==> src/rtl/core_launch_pkg.sv <==
`default_nettype none
// ============================================================================
// Module   : core_launch_pkg
// Brief    : Shared state encoding and default sizing for the core launcher.
// Revision : 1.0 - initial release
// ============================================================================
package core_launch_pkg;

    typedef enum logic [2:0] {
        IDLE = 3'd0,
        RST  = 3'd1,
        RUN  = 3'd2,
        FIN  = 3'd3,
        FAIL = 3'd4
    } launch_state_t;

    localparam int c_CW_DEFAULT         = 16;
    localparam int c_RST_CYCLES_DEFAULT = 2;
    localparam int c_TIMEOUT_DEFAULT    = 4096;

endpackage : core_launch_pkg
`default_nettype wire

==> src/rtl/sat_counter.sv <==
`default_nettype none
// ============================================================================
// Module   : sat_counter
// Brief    : Up-counter with synchronous clear that sticks at all-ones.
// Revision : 1.0 - initial release
// ============================================================================
module sat_counter #(
    parameter int W = 16
) (
    input  logic         clk,
    input  logic         rst,
    input  logic         i_clear,
    input  logic         i_enable,
    output logic [W-1:0] o_count,
    output logic         o_at_max
);

    logic [W-1:0] r_count;

    assign o_count  = r_count;
    assign o_at_max = &r_count;

    always_ff @(posedge clk) begin
        if (rst) begin
            r_count <= '0;
        end else if (i_clear) begin
            r_count <= '0;
        end else if (i_enable && !o_at_max) begin
            r_count <= r_count + 1'b1;
        end
    end

endmodule : sat_counter
`default_nettype wire

==> src/rtl/core_launcher.sv <==
`default_nettype none
// ============================================================================
// Module   : core_launcher
// Brief    : Resets the core, raises req and waits for done while counting
//            run cycles. Optional run timeout: CORE_LAUNCH_TIMEOUT_EN.
// Revision : 1.0 - initial release
// ============================================================================
module core_launcher
    import core_launch_pkg::*;
#(
    parameter int RST_CYCLES = c_RST_CYCLES_DEFAULT,
    parameter int CW         = c_CW_DEFAULT,
    parameter int TIMEOUT    = c_TIMEOUT_DEFAULT
) (
    input  logic          clk,
    input  logic          reset,
    input  logic          start,
    input  logic          abort,
    input  logic          core_done,
    output logic          core_reset,
    output logic          core_req,
    output logic          busy,
    output logic          finished,
    output logic          timed_out,
    output logic [CW-1:0] cycles
);

    localparam int              c_RW       = (RST_CYCLES > 1) ? $clog2(RST_CYCLES) : 1;
    localparam logic [c_RW-1:0] c_RST_LAST = c_RW'(RST_CYCLES - 1);

    generate
        if (RST_CYCLES < 1 || TIMEOUT < 1 || TIMEOUT >= (1 << CW)) begin : g_bad_params
            $error("core_launcher: RST_CYCLES must be >= 1 and 1 <= TIMEOUT < 2**CW");
        end
    endgenerate

    launch_state_t   r_state;
    logic [c_RW-1:0] r_rst_cnt;
    logic            r_core_reset;
    logic            r_core_req;
    logic            r_busy;
    logic            r_finished;
    logic            r_timed_out;

    logic            w_launch;
    logic            w_count_en;
    logic            w_timeout_hit;
    logic [CW-1:0]   w_cycles;
    logic            w_cnt_max;

    assign w_launch   = start && (r_state == IDLE || r_state == FIN || r_state == FAIL);
    assign w_count_en = (r_state == RUN) && !w_cnt_max;

`ifdef CORE_LAUNCH_TIMEOUT_EN
    localparam logic [CW-1:0] c_TO_LAST = CW'(TIMEOUT - 1);
    // The TIMEOUT-th run cycle without done is the last one; cycles ends at TIMEOUT.
    assign w_timeout_hit = (r_state == RUN) && (w_cycles == c_TO_LAST);
`else
    assign w_timeout_hit = 1'b0;
`endif

    sat_counter #(
        .W (CW)
    ) u_cycles (
        .clk      (clk),
        .rst      (reset),
        .i_clear  (w_launch),
        .i_enable (w_count_en),
        .o_count  (w_cycles),
        .o_at_max (w_cnt_max)
    );

    always_ff @(posedge clk) begin
        if (reset) begin
            r_state      <= IDLE;
            r_rst_cnt    <= '0;
            r_core_reset <= 1'b1;
            r_core_req   <= 1'b0;
            r_busy       <= 1'b0;
            r_finished   <= 1'b0;
            r_timed_out  <= 1'b0;
        end else begin
            case (r_state)
                IDLE, FIN, FAIL: begin
                    if (start) begin
                        r_state      <= RST;
                        r_rst_cnt    <= '0;
                        r_core_reset <= 1'b1;
                        r_core_req   <= 1'b0;
                        r_busy       <= 1'b1;
                        r_finished   <= 1'b0;
                        r_timed_out  <= 1'b0;
                    end
                end
                RST: begin
                    if (abort) begin
                        r_state <= IDLE;
                        r_busy  <= 1'b0;
                    end else if (r_rst_cnt == c_RST_LAST) begin
                        r_state      <= RUN;
                        r_core_reset <= 1'b0;
                        r_core_req   <= 1'b1;
                    end else begin
                        r_rst_cnt <= r_rst_cnt + 1'b1;
                    end
                end
                RUN: begin
                    // Priority: abort, then done, then timeout.
                    if (abort) begin
                        r_state      <= IDLE;
                        r_core_reset <= 1'b1;
                        r_core_req   <= 1'b0;
                        r_busy       <= 1'b0;
                    end else if (core_done) begin
                        r_state    <= FIN;
                        r_core_req <= 1'b0;
                        r_busy     <= 1'b0;
                        r_finished <= 1'b1;
                    end else if (w_timeout_hit) begin
                        r_state      <= FAIL;
                        r_core_reset <= 1'b1;
                        r_core_req   <= 1'b0;
                        r_busy       <= 1'b0;
                        r_timed_out  <= 1'b1;
                    end
                end
                default: begin
                    r_state      <= IDLE;
                    r_core_reset <= 1'b1;
                    r_core_req   <= 1'b0;
                    r_busy       <= 1'b0;
                end
            endcase
        end
    end

    assign core_reset = r_core_reset;
    assign core_req   = r_core_req;
    assign busy       = r_busy;
    assign finished   = r_finished;
    assign timed_out  = r_timed_out;
    assign cycles     = w_cycles;

endmodule : core_launcher
`default_nettype wire

==> config.mk <==
export PLATFORM = sky130hd
export DESIGN_NAME = core_launcher
export DESIGN_NICKNAME = d
export VERILOG_FILES = /design/src/rtl/core_launch_pkg.sv /design/src/rtl/sat_counter.sv /design/src/rtl/core_launcher.sv
export SDC_FILE = /design/constraint.sdc
export NUM_CORES = 1
export LEC_CHECK = 0
export CAP_MARGIN = 10
export CORE_UTILIZATION = 50
export CTS_CLUSTER_SIZE = 40
export DETAILED_ROUTE_END_ITERATION = 8
export HOLD_SLACK_MARGIN = 0.02
export MAX_ROUTING_LAYER = met4
export PLACE_DENSITY = 0.84
export SLEW_MARGIN = 10
export SYNTH_ARGS = -nofsm -noshare
export SYNTH_HDL_FRONTEND = slang
export SYNTH_SLANG_ARGS = --single-unit
==> constraint.sdc <==
create_clock -name clk -period 2.76 [get_ports clk]
set_clock_uncertainty 0.15 [all_clocks]
set_input_delay 0.276 -clock clk [delete_from_list [all_inputs] [get_ports clk]]
set_output_delay 0.276 -clock clk [all_outputs]
set_load 0.05 [all_outputs]
### After elaboration in Yosys (flattened, before gate mapping)

Index checks and enable logic that the tools add are counted.

* bits of input ports: 5
* word-level logic and storage cells: 65
* register bits after elaboration: 24

* reduce and logical (&&, ||, !) cells: 18
* equality and inequality tests: 13
* add/sub/neg operators: 2
* muxes and demuxes: 25

Operators with widths (number)
* 16-bit by 1-bit adder with 16-bit output (second input constant): 1
* 16-bit AND reduction: 1
* 3-bit 2-to-1 mux: 5
* 1-bit 2-to-1 mux: 14
* 2-bit inequality test (second input constant): 7
* 4-bit AND reduction: 3
* 1-bit one-hot mux with 3 select lines: 3
* 3-bit one-hot mux with 3 select lines: 1
* 3-bit AND reduction: 3
* 3-bit by 2-bit equality test with 1-bit output (second input constant): 2
* 3-bit inequality test (second input constant): 2
* 1-bit one-hot mux with 2 select lines: 2
* 2-bit nonzero test: 2
* 3-bit by 1-bit equality test with 1-bit output (second input constant): 1
* 3-bit equality test (second input constant): 1
* 1-bit logical AND: 3
* 3-bit zero test: 1
* 3-bit OR reduction: 1
* 1-bit logical OR: 2
* 2-bit OR reduction: 1
* 1-bit adder (second input constant): 1
* 1-bit zero test: 1

### Longest topological paths before layout

Gate-level depths: netlist of run 1.

* depth in word-level cells: 5
* depth in mapped cells: 7
* gate-level depth less buffers: 6

### Modules after synthesis

A second synthesis of run 1 with hierarchy kept.

* cell total of the unflattened synthesis: 149
* area total of the unflattened synthesis: 1273.7 sq um

Modules (own cells, without submodules)
* sat_counter: seq. area each 320.3 sq um, area an instance 830.8 sq um, instances 1, cells each 97
* core_launcher: seq. area each 140.1 sq um, area an instance 442.9 sq um, instances 1, cells each 52

### Worst setup path before layout of run 1

OpenSTA, ideal clock, no wires.

* path type: reg-to-reg
* from: register u_cycles.r_count[6] (netlist: u_cycles.o_count[6])
* to: register u_cycles.r_count[15] (netlist: u_cycles.o_count[15])
* data required time: 2.539 ns
* clock period less this slack: 2.211 ns
* library setup time: 0.071 ns
* path slack: 0.549 ns
* arrival: 1.991 ns
* stages on the path, launching flop included: 5
* cells stage by stage: dfxtp_1 nand3_2 or3_4 or4_1 a21oi_1

* cells in the longest elaborated chain, start to end: 4
* elaborated cells on any way between the ends: 5

RTL lines
* start: declaration: RTL line sat_counter.sv:18 `logic [W-1:0] r_count;`
* start signal: assignment: RTL line sat_counter.sv:29 `r_count <= r_count + 1'b1;`
* branches (longest 4 deep; another with 16-bit by 1-bit adder with 16-bit output)

Parallel ways; which one is timed is not known.
A chain may end at the register's enable or synchronous reset.

### Worst setup path after layout of run 1

* from: register r_state[0]
* to: register u_cycles.r_count[15] (netlist: u_cycles.o_count[15])

* cells in the longest elaborated chain, start to end: 5
* elaborated cells on any way between the ends: 10

RTL lines
* start: declaration: RTL line core_launcher.sv:37 `launch_state_t r_state;`
* start signal: assignment: RTL line core_launcher.sv:75 `r_state <= IDLE;`
* start signal: assignment: RTL line core_launcher.sv:86 `r_state <= RST;`
* start signal: assignment: RTL line core_launcher.sv:97 `r_state <= IDLE;`
* 3-bit by 2-bit equality test with 1-bit output / 3-bit zero test (equally long branches): RTL line core_launcher.sv:51 `assign w_launch = start && (r_state == IDLE || r_state == FIN || r_state == FAIL);`
* 1-bit logical OR (2 in series): RTL line core_launcher.sv:51
* 1-bit logical AND: RTL line core_launcher.sv:51
* 2-bit OR reduction (no source line)

Several ways; a longest one is shown, not always the timed one.

==> results of run 1 <==
Yosys cell counts (all sizes together), types with 2 or more instances:
master and number:
dfxtp 23, nand3 12, nand2 11, nor2 10
a21oi 9, nor3 8, o21ai 8, inv 7
nand4 6, ha 5, a211oi 4, a31oi 4
and3 4, mux2i 3, nand2b 3, nor4 3
o41ai 3, a21o 2, a311oi 2, buf 2
clkbuf 2, nor2b 2, o311ai 2, or3 2
flip-flops by register name, indices dropped and copies added (netlist names):
name              count
r_rst_cnt             1
finished              1
r_state               2
core_req              1
busy                  1
u_cycles.o_count     16
core_reset            1
layout make-up:
type | instances | area (um2) | share of cell area (%)
clock buffers | 4 | 26.28 | 1.730
well taps | 28 | 35.03 | 2.306
repair buffers | 24 | 240.2 | 15.82
multi-input cells | 114 | 730.7 | 48.11
inverters | 7 | 26.28 | 1.730
flip-flops and latches | 23 | 460.4 | 30.31
logic make-up (layout without fill, tap and decap cells):
group,Yosys count,count (layout),synth area share [%]
flip-flops,23,23,37.21
multiplexers,3,3,2.427
adder cells (fa/ha/maj),5,5,5.056
AND/OR/NAND/NOR,65,65,29.32
AO/OA/AOI/OAI,39,39,21.23
XOR/XNOR,1,1,0.7079
buffers and inverters,11,35,3.742
other,1,1,0.3030
through the flow:
stage                     utilization (%)  cell area [um2]  setup slack, ps
after CTS                           66.74             1519            523.5
after floorplan                         -             1237            548.6
after global routing                66.74             1519            361.5
after global placement              65.59             1493            673.8
final                               66.74             1519            517.8
after detailed placement            65.59             1493            549.4
worst max-delay path, cell delays in order (launching register included):
cell and delay (ps):
dfxtp_1 350, inv_1 100, ha_1 270, nand3_1 200
or3_4 420, or4_1 530, a21oi_1 160
per-layer routing:
| metal | GRT usage, % | vias up | wire length (um) |
|---|---|---|---|
| li1 | - | 610 | - |
| met1 | 28.37 | 577 | 1242 |
| met2 | 38.96 | 29 | 1364 |
| met3 | 3.801 | 9 | 108 |
| met4 | 13.06 | 0 | 56 |
| met5 | - | - | 0 |
cell usage in the layout (no fill, tap or decap):
| cell | count |
|---|---|
| nor4bb_1 | 1 |
| a21o_1 | 2 |
| o21ai_0 | 8 |
| clkbuf_4 | 3 |
| and2_1 | 1 |
| or4_1 | 1 |
| a31o_2 | 1 |
| nand2b_1 | 3 |
| or3_1 | 1 |
| a21oi_1 | 9 |
| o2111ai_1 | 1 |
| xor2_1 | 1 |
| nor4_1 | 3 |
| or3_4 | 1 |
| o311ai_0 | 2 |
| a31oi_1 | 4 |
| nor3_1 | 8 |
| clkbuf_1 | 1 |
| nand4_1 | 5 |
| o2111a_1 | 1 |
| a211oi_1 | 4 |
| clkdlybuf4s50_1 | 24 |
| a311oi_1 | 2 |
| inv_1 | 7 |
| nand2_1 | 11 |
| nand3_1 | 11 |
| nor2_1 | 10 |
| o41ai_1 | 3 |
| nor2b_1 | 2 |
| and4_2 | 1 |
| nand3_2 | 1 |
| o211a_1 | 1 |
| mux2i_1 | 3 |
| ha_1 | 5 |
| dfxtp_1 | 23 |
| o211ai_1 | 1 |
| and3_1 | 4 |
| conb_1 | 1 |
| nand4_4 | 1 |
where the power goes:
| group | internal, W | switching [W] |
|---|---|---|
| Combinational | 0.000138 | 0.000249 |
| Clock | 0.0000567 | 0.000103 |
| Sequential | 0.000368 | 0.0000240 |
worst max-delay path by stage:
stage                                                start                           endpoint  cells after the start  slack [ps]
after floorplan           u_cycles.o_count[6]$_SDFFE_PP0P_  u_cycles.o_count[15]$_SDFFE_PP0P_                      4         550
after global placement             r_state[0]$_SDFFE_PP0P_  u_cycles.o_count[15]$_SDFFE_PP0P_                      6         670
after detailed placement           r_state[0]$_SDFFE_PP0P_  u_cycles.o_count[15]$_SDFFE_PP0P_                      6         550
after CTS                          r_state[0]$_SDFFE_PP0P_  u_cycles.o_count[15]$_SDFFE_PP0P_                      6         520
after global routing               r_state[0]$_SDFFE_PP0P_  u_cycles.o_count[15]$_SDFFE_PP0P_                      6         360
final                              r_state[0]$_SDFFE_PP0P_  u_cycles.o_count[15]$_SDFFE_PP0P_                      6         520
==> impl_metrics.tcl, run 1 <==
set metrics [dict create \
    finalNonFillerCells 200 \
    worst_hold_slack_ps 329.9 \
    overflow 0 \
    drv_slew 0 \
    antenna_found_initial 0 \
    synth_seq_cells 23 \
    ir_worst_vdd_mv 0.4623 \
    ctsHoldBuffers 0 \
    dp_hpwl_mm 2.062 \
    rr_worst_depth 6 \
    chipWidth_um 51.75 \
    die_area_um2 2678 \
    synthTopCellsByArea "dfxtp_1 37%, ha_1 5.1%, nand3_1 4.4%" \
    drt-total-wl_mm 2.771 \
    io-pin-count 26 \
    port-buffer-count 24 \
    worst_slew_pin_slew_ps 724.5 \
    fillCellCount 190 \
    via_per_inst 6.125 \
    drtIter0Drc 22 \
    core-area_um2 2276 \
    grt_use_total_pct 24.01 \
    synth-seq-area-share_pct 37.21 \
    n_antenna_cell 0 \
    cts_sinks 23 \
    critPathKind "reg2reg" \
    setup_tns_ps 0 \
    netlist_instances 148 \
    worstPathMaxFanout 7 \
    area_delta_synth_final_pct 22.75 \
    netlist_area_um2 1237 \
    crit_required_ps 2870 \
    final.period_utilization_pct 81.24 \
    cts_setup_buffers 0 \
    worst_hold_path.endpoint "finished$_SDFFE_PP0P_" \
    grt_pass1_vias 1100 \
    hold_path_depth 2 \
    arrival_ps 2350 \
    synthArstFlopShare_pct 0 \
    final_nets 183 \
    p_leak_nw 0.5396 \
    hold_violations 0 \
    start_util_pct 54.37 \
    cts.path.max_buffers 2 \
    avgSynthCellArea_um2 8.361 \
    status "finished clean" \
    clk_latency_ps 320 \
    dp_cells 196 \
    cts.clk_slew.worst_paths_ps 120 \
    hp-start "finished$_SDFFE_PP0P_" \
    synthFlopType "dfxtp_1" \
    cts-buffers-inserted 3 \
    yosysTopAreaCellShare_pct 37.21 \
    post_cts_resized 0 \
    gp_congestion 0.8522 \
    chipHeight_um 51.75 \
    root_buffer "clkbuf_4" \
    yosysTopAreaCell "dfxtp_1" \
    drc_errors 0 \
    power_w 0.0009385 \
    ant_nets 0 \
    htree_levels 1 \
    ys_types 39 \
    first_pass_iters 4 \
    rsz0062_at_grt "false" \
    period_needed_ps 2242 \
    worstReg2RegStart "r_state[0]$_SDFFE_PP0P_" \
    rows 17 \
    max_slew_margin_pct 51.25 \
    timing.rr.end "u_cycles.o_count[15]$_SDFFE_PP0P_" \
    cts_tree "yes" \
    synth-edff-count 0 \
    min_path_type "reg2reg" \
    start_kind "flop" \
    synth_nets 158 \
    grt_pass1_wl_mm 4.671 \
    setup_viol 0 \
    via_count 1225 \
    grt_max_degree 13 \
    drive_gt1_share_pct 4.651 \
    cap_violations 0 \
    yosysWarningCount 0 \
    wl_per_cell_um 13.86 \
    max_freq_mhz 446.0 \
    power_per_cell_area_nw_per_um2 617.9 \
    endpoint_kind "flop" \
    ff2ff_setup_slack_ps 520 \
]
Power figures use the tool's default switching activity.
==> run 2: changes to the inputs <==
==> constraint.sdc (replaced) <==
create_clock -name clk -period 2.2 [get_ports clk]
set_clock_uncertainty 0.15 [all_clocks]
set_input_delay 0.22 -clock clk [delete_from_list [all_inputs] [get_ports clk]]
set_output_delay 0.22 -clock clk [all_outputs]
set_load 0.05 [all_outputs]
==> run 2 against run 1 <==
Net effect:
- via count rose by 1.3%
- combinational power rose by 29%
- register-to-register slack got worse by 410 ps
- cell area rose by 2.6%
- first-iteration DRC count rose by 73%
- routed wire length rose by 4.4%
- worst setup slack got worse by 410 ps
- final cell count rose by 2.5%
- critical path depth did not move
- worst hold slack got worse by 10 ps
- critical path type unchanged
==> impl_metrics.tcl, run 2 (synthesis gave the netlist of run 1 again) <==
set metrics [dict create \
    status "finished clean" \
    p_seq_share_pct 41.4 \
    p_sw_w 0.0004747 \
    post_cts_resized 0 \
    final_cell_mix "24 x clkdlybuf4s50_1, 22 x dfxtp_1, 11 x nand3_1, 11 x nand2_1, 10 x nor2_1" \
    grt_use_total_pct 25.30 \
    n_antenna_cell 0 \
    grt_max_degree 13 \
    max_slew_margin_pct 58.44 \
    endpoint_kind "flop" \
    rows 17 \
    cts.clk_slew.worst_paths_ps 130 \
    cts-buffers-inserted 3 \
    period_needed_ps 2091 \
    worst_slew_pin_slew_ps 615.4 \
    ant_nets 0 \
    crit_required_ps 2300 \
    start_util_pct 54.37 \
    grt_pass1_wl_mm 5.030 \
    drc_errors 0 \
    clkPwrFrac_pct 16.5 \
    final.period_utilization_pct 95.04 \
    critPathKind "reg2reg" \
    core-area_um2 2276 \
    layout_commonest_cell "clkdlybuf4s50_1" \
    setup_viol 0 \
    dp_hpwl_mm 2.190 \
    via_count 1241 \
    drtIter0Drc 38 \
    arrival_ps 2190 \
    cap_violations 0 \
    rsz0062_at_grt "false" \
    final_util_pct 68.44 \
    post-place-ws_ps 130.9 \
    htree_levels 1 \
    drv_slew 0 \
    via_per_inst 6.054 \
    gp_congestion 0.8599 \
    max_freq_mhz 478.3 \
    drive_gt1_share_pct 7.910 \
    setup_tns_ps 0 \
    power_frac_comb_pct 42.0 \
    largest_reg_flops 16 \
    cts_tree "yes" \
    hold_violations 0 \
    start_kind "flop" \
    antenna_found_initial 0 \
    finalWorstSetupSlack_ps 109.1 \
    chipHeight_um 51.75 \
    ir_worst_vdd_mv 0.6069 \
    min_path_type "reg2reg" \
    io-pin-count 26 \
    clk_latency_ps 310 \
    ctsHoldBuffers 0 \
    intPower_w 0.0007178 \
    dp_cells 201 \
    area_delta_synth_final_pct 25.88 \
    power_per_cell_area_nw_per_um2 765.5 \
    cts_sinks 23 \
    finalNonFillerCells 205 \
    grt_pass1_vias 1168 \
    die_area_um2 2678 \
    p_leak_nw 0.5655 \
    cts_setup_buffers 0 \
    overflow 0 \
    first_pass_iters 4 \
    power_switching_share_pct 39.81 \
    port-buffer-count 24 \
    root_buffer "clkbuf_4" \
    cts.path.max_buffers 2 \
    worstPathMaxFanout 5 \
    wl_per_cell_um 14.12 \
    chipWidth_um 51.75 \
    final_nets 188 \
    drt-total-wl_mm 2.894 \
]
run 2: cell types whose count changed in the layout (fill, tap and decap cells not counted), sizes merged:
cell / delta
buf: +5
run 2: final timing paths:
| path | from | endpoint | slack, ps | cells after the start |
|---|---|---|---|---|
| setup / recovery | r_state[0]$_SDFFE_PP0P_ | u_cycles.o_count[15]$_SDFFE_PP0P_ | 110 | 6 |
| hold / removal | finished$_SDFFE_PP0P_ | finished$_SDFFE_PP0P_ | 320 | 2 |
| setup reg to reg | r_state[0]$_SDFFE_PP0P_ | u_cycles.o_count[15]$_SDFFE_PP0P_ | 110 | 6 |
| hold reg to reg | finished$_SDFFE_PP0P_ | finished$_SDFFE_PP0P_ | 320 | 2 |
run 2: critical path: stages, from the launching register on:
cell and delay (ps):
dfxtp_1 350, inv_1 100, ha_1 180, nand3_1 170, or3_4 420, or4_1 510, a21oi_1 150
run 2: metrics by stage:
step	total power [W]	area [um2]	hold slack, ps
6_report	0.001193	1558	319.7
5_1_grt	0.001276	1558	352.7
4_1_cts	0.001200	1558	326.7
3_5_place_dp	0.001003	1531	308.3
3_3_place_gp	0.0009870	1531	290.3
2_1_floorplan	0.0008605	1239	232.6
run 2: power by group through the flow:
stage,logic [W],registers [W],clock network [W]
global placement,0.000487,0.000500,0
CTS,0.000501,0.000494,0.000205
detailed placement,0.000499,0.000504,0
global route,0.000551,0.000500,0.000225
floorplan,0.000266,0.000594,0
finish,0.000501,0.000494,0.000197
run 2: area by class of cell:
type / count / area, um2
tap: 28 / 35.03
clock buffer: 4 / 26.28
fill: 181 / 718.2
multi-input combinational: 114 / 730.7
inverter: 7 / 26.28
timing repair buffer: 29 / 277.8
sequential: 23 / 461.7
run 2: layer usage:
layer / GRT usage (%) / up-vias / part of all wire [%]
met4: 7.207 / 0 / 0.79
li1: - / 623 / -
met5: - / - / 0
met3: 3.801 / 4 / 4.7
met1: 31.35 / 574 / 48
met2: 42.64 / 40 / 47
==> run 3: changes to the inputs <==
--- a/config.mk
+++ b/config.mk
@@ -9,7 +9,7 @@
 export CORE_UTILIZATION = 50
 export CTS_CLUSTER_SIZE = 40
 export DETAILED_ROUTE_END_ITERATION = 8
-export HOLD_SLACK_MARGIN = 0.02
+export HOLD_SLACK_MARGIN = 0.15
 export MAX_ROUTING_LAYER = met4
 export PLACE_DENSITY = 0.84
 export SLEW_MARGIN = 10
==> results of run 3 <==
Same layout as run 2: the final DEF is identical, and so are final timing and power.
